## src/rtl/ssemi_adc_multichannel_cic_decimator.sv

```systemverilog
// Time-multiplexed N-stage CIC decimator with per-channel state and a FWFT output FIFO.
// Define SSEMI_CIC_DECIM_ROUND_EN to round half up in the normalising right shift.
module ssemi_adc_multichannel_cic_decimator #(
  parameter int NUM_CHANNELS   = 4,
  parameter int DATA_WIDTH     = 16,
  parameter int OUT_WIDTH      = 24,
  parameter int CIC_STAGES     = 4,
  parameter int MAX_DECIM_LOG2 = 6,
  localparam int CH_W  = (NUM_CHANNELS > 1) ? $clog2(NUM_CHANNELS) : 1,
  localparam int ACC_W = DATA_WIDTH + CIC_STAGES*MAX_DECIM_LOG2
) (
  input  logic                  i_clk,
  input  logic                  i_rst,
  input  logic                  i_enable,
  input  logic [3:0]            i_decim_log2,
  input  logic                  i_valid,
  output logic                  o_ready,
  input  logic [CH_W-1:0]       i_channel,
  input  logic [DATA_WIDTH-1:0] i_data,
  output logic                  o_valid,
  input  logic                  i_ready,
  output logic [OUT_WIDTH-1:0]  o_data,
  output logic [CH_W-1:0]       o_channel,
  output logic                  o_busy,
  output logic                  o_error,
  input  logic                  i_clear_error
);

  localparam int DEPTH    = 2*NUM_CHANNELS;
  localparam int PTR_W    = $clog2(DEPTH);
  localparam int CNT_W    = $clog2(DEPTH+1);
  localparam int FR_W     = MAX_DECIM_LOG2;
  localparam int SH_W     = ACC_W + OUT_WIDTH + 1;
  localparam int GAIN_ADJ = OUT_WIDTH - DATA_WIDTH;

  logic [3:0]              k_r;
  logic [CH_W-1:0]         exp_ch;
  logic [FR_W-1:0]         fr_cnt;
  logic signed [ACC_W-1:0] integ [NUM_CHANNELS][CIC_STAGES];
  logic signed [ACC_W-1:0] dly   [NUM_CHANNELS][CIC_STAGES];
  logic signed [ACC_W-1:0] integ_nxt [CIC_STAGES];
  logic signed [ACC_W-1:0] comb_y [CIC_STAGES+1];
  logic [ACC_W-1:0]        x_ext;

  logic accept, good, bad, last_ch, last_fr, push, pop;

  assign accept  = i_valid && o_ready;
  assign good    = accept && (i_channel == exp_ch);
  assign bad     = accept && (i_channel != exp_ch);
  assign last_ch = (exp_ch == CH_W'(NUM_CHANNELS-1));
  assign last_fr = (fr_cnt == FR_W'((1 << k_r) - 1));
  assign push    = good && i_enable && last_fr;
  assign pop     = o_valid && i_ready;
  assign x_ext   = {{(ACC_W-DATA_WIDTH){i_data[DATA_WIDTH-1]}}, i_data};

  // Only the expected channel's state is ever touched, so the datapath indexes by exp_ch.
  always_comb begin
    integ_nxt[0] = integ[exp_ch][0] + x_ext;
    for (int s = 1; s < CIC_STAGES; s++)
      integ_nxt[s] = integ[exp_ch][s] + integ_nxt[s-1];
    comb_y[0] = integ_nxt[CIC_STAGES-1];
    for (int s = 0; s < CIC_STAGES; s++)
      comb_y[s+1] = comb_y[s] - dly[exp_ch][s];
  end

  int                     sh;
  logic signed [SH_W-1:0] y_ext;
  logic [OUT_WIDTH-1:0]   norm_data;

  always_comb begin
    sh        = CIC_STAGES * int'(k_r) - GAIN_ADJ;
    y_ext     = SH_W'(comb_y[CIC_STAGES]);
    norm_data = '0;
    if (sh >= 0) begin
`ifdef SSEMI_CIC_DECIM_ROUND_EN
      if (sh > 0) y_ext = y_ext + (SH_W'(1) << (sh - 1));
`endif
      norm_data = OUT_WIDTH'(y_ext >>> sh);
    end else begin
      norm_data = OUT_WIDTH'(y_ext <<< (-sh));
    end
  end

  always_ff @(posedge i_clk) begin
    if (i_rst || !i_enable) begin
      exp_ch <= '0;
      fr_cnt <= '0;
      for (int c = 0; c < NUM_CHANNELS; c++) begin
        for (int s = 0; s < CIC_STAGES; s++) begin
          integ[c][s] <= '0;
          dly[c][s]   <= '0;
        end
      end
    end else if (good) begin
      exp_ch <= last_ch ? '0 : exp_ch + 1'b1;
      if (last_ch) fr_cnt <= last_fr ? '0 : fr_cnt + 1'b1;
      for (int s = 0; s < CIC_STAGES; s++) begin
        integ[exp_ch][s] <= integ_nxt[s];
        if (last_fr) dly[exp_ch][s] <= comb_y[s];
      end
    end
  end

  always_ff @(posedge i_clk) begin
    if (i_rst) begin
      k_r <= 4'd1;
    end else if (!i_enable) begin
      if (i_decim_log2 == 4'd0)                         k_r <= 4'd1;
      else if (i_decim_log2 > 4'(MAX_DECIM_LOG2))       k_r <= 4'(MAX_DECIM_LOG2);
      else                                              k_r <= i_decim_log2;
    end
  end

  always_ff @(posedge i_clk) begin
    if (i_rst)              o_error <= 1'b0;
    else if (bad)           o_error <= 1'b1;
    else if (i_clear_error) o_error <= 1'b0;
  end

  logic [OUT_WIDTH-1:0] mem_data [DEPTH];
  logic [CH_W-1:0]      mem_ch   [DEPTH];
  logic [PTR_W-1:0]     wr_ptr, rd_ptr;
  logic [CNT_W-1:0]     count, count_nxt;

  always_comb begin
    count_nxt = count;
    if (push && !pop)      count_nxt = count + 1'b1;
    else if (pop && !push) count_nxt = count - 1'b1;
  end

  always_ff @(posedge i_clk) begin
    if (push) begin
      mem_data[wr_ptr] <= norm_data;
      mem_ch[wr_ptr]   <= exp_ch;
    end
  end

  // o_ready/o_busy are registered from post-edge occupancy so a full FIFO never sees a push.
  always_ff @(posedge i_clk) begin
    if (i_rst) begin
      wr_ptr  <= '0;
      rd_ptr  <= '0;
      count   <= '0;
      o_ready <= 1'b0;
      o_busy  <= 1'b0;
    end else begin
      count <= count_nxt;
      if (push) wr_ptr <= (wr_ptr == PTR_W'(DEPTH-1)) ? '0 : wr_ptr + 1'b1;
      if (pop)  rd_ptr <= (rd_ptr == PTR_W'(DEPTH-1)) ? '0 : rd_ptr + 1'b1;
      o_ready <= i_enable && (count_nxt != CNT_W'(DEPTH));
      o_busy  <= i_enable || (count_nxt != '0);
    end
  end

  assign o_valid   = (count != '0);
  assign o_data    = o_valid ? mem_data[rd_ptr] : '0;
  assign o_channel = o_valid ? mem_ch[rd_ptr]   : '0;

endmodule

```

## config.mk

```make
export PLATFORM = sky130hd
export DESIGN_NAME = ssemi_adc_multichannel_cic_decimator
export DESIGN_NICKNAME = d
export VERILOG_FILES = /design/src/rtl/ssemi_adc_multichannel_cic_decimator.sv
export SDC_FILE = /design/constraint.sdc
export NUM_CORES = 2
export LEC_CHECK = 0
export BUFFER_PORTS_ARGS = -buffer_cell sky130_fd_sc_hd__buf_2
export CAP_MARGIN = 20
export CORE_UTILIZATION = 50
export DETAILED_ROUTE_END_ITERATION = 7
export PLACE_DENSITY = 0.65
export SETUP_SLACK_MARGIN = 0.2
export SYNTH_ARGS = -nofsm -noshare
export SYNTH_HDL_FRONTEND = slang
export SYNTH_SLANG_ARGS = --single-unit
```

## constraint.sdc

```tcl
create_clock -name i_clk -period 30.5 [get_ports i_clk]
set_input_delay 6.1 -clock i_clk [delete_from_list [all_inputs] [get_ports i_clk]]
set_output_delay 6.1 -clock i_clk [all_outputs]
set_load 0.05 [all_outputs]
```

==> flow_summary.yaml <==
setup_path:
  end_kind: "flip-flop"
  worst_path_largest_cell_delay_ps: 720
  critPathArrivalTime_ps: 25040
  cp.required_ps: 30980
  r2r_end: "mem_data[7][22]$_DFFE_PP_"
  path_max_fanout: 9
  reg2reg_depth: 81
  r2r_slack_ps: 9830
  cp_slowest_cell: "xnor2_1"
  critPathLaunchType: "input pin"
  crit_type: "input pin to flip-flop"
final_layout:
  syn_to_final_growth_pct: 9.65
  layout_common_cells: "edfxtp_1, nor2_1, inv_1"
  final_common_cell: "edfxtp_1"
  design_area_um2: 90000
  drive_gt1_frac: 0.129
  fin_nets: 7125
  fillers: 13400
cts:
  cts-hold-fix-buffers: 0
  clk_path_buf_depth: 3
  cts_root_buffer: "clkbuf_16"
  clkTransAtPathRegs_ps: 60
  cts_tree: "done"
  worstSkewPairLatency_ps: 810
  cts_resized: 0
  htreeDepth: 4
  cts_sinks: 1518
  post_cts_buffers: 0
  cts_buffers: 158
synthesis:
  yosys_register_bits: 1518
  synth_area_leaders: "edfxtp_1, mux4_2, nor2_1"
  yosysUniqueCellTypes: 127
  synth_edf_count: 1488
  async_flop_share: 0
  avgSynthCellArea_um2: 12.2
  synth_flop_cell: "edfxtp_1"
  syn_nets: 7111
  syn_area_um2: 82100
  ys_warn_count: 0
  synth_top_cell_by_area: "edfxtp_1"
  syn_inst: 6749
  yosysSeqAreaShare: 0.552
  synthDominantCellAreaShare: 0.544
global_route:
  track_usage: 0.248
  grt_pass1_vias: 53900
  grt_pass1_wl_mm: 321
  grt_start_max_net_pins: 151
  overflow: 0
  antenna_found_initial: 1
drt:
  routed_wirelength_mm: 205
  ant_nets: 0
  drtIter0Drc: 5107
  num_vias: 53600
  avgRoutedWirePerCell_um: 22.7
  routed_via_density: 5.91
  drc_errors: 0
  dr.pass1.iters: 6
worst_hold_path:
  min_from: "rd_ptr[1]$_SDFFE_PP0P_"
  hold_path_class: "flip-flop to flip-flop"
  hold_path_end: "rd_ptr[1]$_SDFFE_PP0P_"
  holdPathStages: 2
timing:
  setup_tns_ps: 0
  fmax_mhz: 40.7
  finClkSkew_ps: 21.6
  setup_viol: 0
  rsz0062_at_grt: "false"
  finalHoldViolations: 0
  setup_ws_ps: 5940
  worstMarginPinSlew_ps: 1110
  post-route-period-util: 0.805
  relSlewSlack: 0.257
  drv_slew: 0
  period_needed_ps: 24560
placed_design:
  place_congestion: 0.933
  placed_area_um2: 85000
  dpl.hpwl_mm: 128
  pre_cts_ws_ps: 5590
  port_buffers: 57
job:
  cap_violations: 0
die:
  start_util: 0.504
  num_io_pins: 58
  rows: 148
  core_area_um2: 163000
  die-area_um2: 166000
  dieHeight_um: 407
  die_w_um: 407
run_status:
  outcome: "finished, final reports clean"
-- Yosys cell counts (all sizes together) (9+ instances only) --
cell type  instances
edfxtp          1488
nor2            1485
inv              538
mux4             369
ha               326
a21oi            319
nand2            266
clkbuf           237
xnor2            228
o21ai            170
xor2             130
a21o              93
nand3             83
nor3              78
buf               65
mux2i             58
o21bai            57
nand2b            54
and2              50
nor2b             46
and3              41
a211oi            39
a31oi             38
o21a              32
dfxtp             30
xnor3             30
or3               27
o211ai            26
o31ai             23
a21boi            17
or2               16
a2111oi           15
nand4             15
a221oi            14
mux2              14
a211o             13
o22ai             13
o41ai             12
nor4              11
a22oi             10
a41oi             10
a31o               9
nor3b              9
-- critical path, delay by kind of cell --
family	cells	cell delay, ps
AO/OA/AOI/OAI	33	8270
XOR/XNOR	6	2620
adder cells (fa/ha/maj)	10	3570
buffers and inverters	8	930
multiplexers	2	500
AND/OR/NAND/NOR	21	3020
-- how the worst max path moves through the flow --
stage,start,to,depth (start not counted)
after detailed placement,i_data[0],mem_data[3][22]$_DFFE_PP_,82
after CTS,i_data[0],mem_data[7][22]$_DFFE_PP_,82
after global routing,i_data[0],mem_data[3][22]$_DFFE_PP_,81
after floorplan,i_data[0],mem_data[0][12]$_DFFE_PP_,81
final,i_data[0],mem_data[7][22]$_DFFE_PP_,80
after global placement,i_data[0],mem_data[0][22]$_DFFE_PP_,82
-- registers in the layout (all words and copies together), names as in the netlist, 2 cells and up, named ones only --
register  cells
rd_ptr        3
dly         640
mem_data    192
integ       640
mem_ch       16
count         4
exp_ch        2
wr_ptr        3
fr_cnt        6
k_r           4
-- through the flow --
step                hold slack (ps)  instances  utilization
finish                          484       9068        0.552
global route                    521       9067        0.552
detailed placement              473       8776        0.521
floorplan                       454       6749            -
CTS                             486       9065        0.552
global placement                474       8776        0.521
-- kinds of logic (layout without fill, tap and decap cells) --
logic type | count (synthesis) | count (layout) | share of synthesized area
adders and majority gates | 338 | 338 | 0.0521
and+or+nand+nor | 2211 | 2211 | 0.114
other | 0 | 1 | 0
AOI/OAI and AO/OA | 1009 | 1009 | 0.0836
buffers and inverters | 841 | 984 | 0.0389
DFF | 1518 | 1518 | 0.552
xor gates and xnor gates | 391 | 391 | 0.0491
muxes | 441 | 441 | 0.110
-- metal layers --
metal  wire, µm  GRT usage  part of all wire
met2      98400      0.408              0.48
met1      90000      0.349              0.44
met5          0          0                 0
met3      13600     0.0377             0.066
met4       3430     0.0530             0.017
-- cell type report --
cell class	count	area, µm²	share of cell area
clock buffer	188	4110	0.0456
clock inverter	101	908	0.0101
timing repair buffer	156	1120	0.0125
antenna	1	2.50	0.0000278
multi-input combinational	4390	33800	0.376
inverter	539	2030	0.0225
sequential	1518	45300	0.503
tap	2175	2720	0.0302
Power is left out: the tool's default activity adds up to more than one toggle a clock period on the data nets, which glitch-free logic cannot reach.
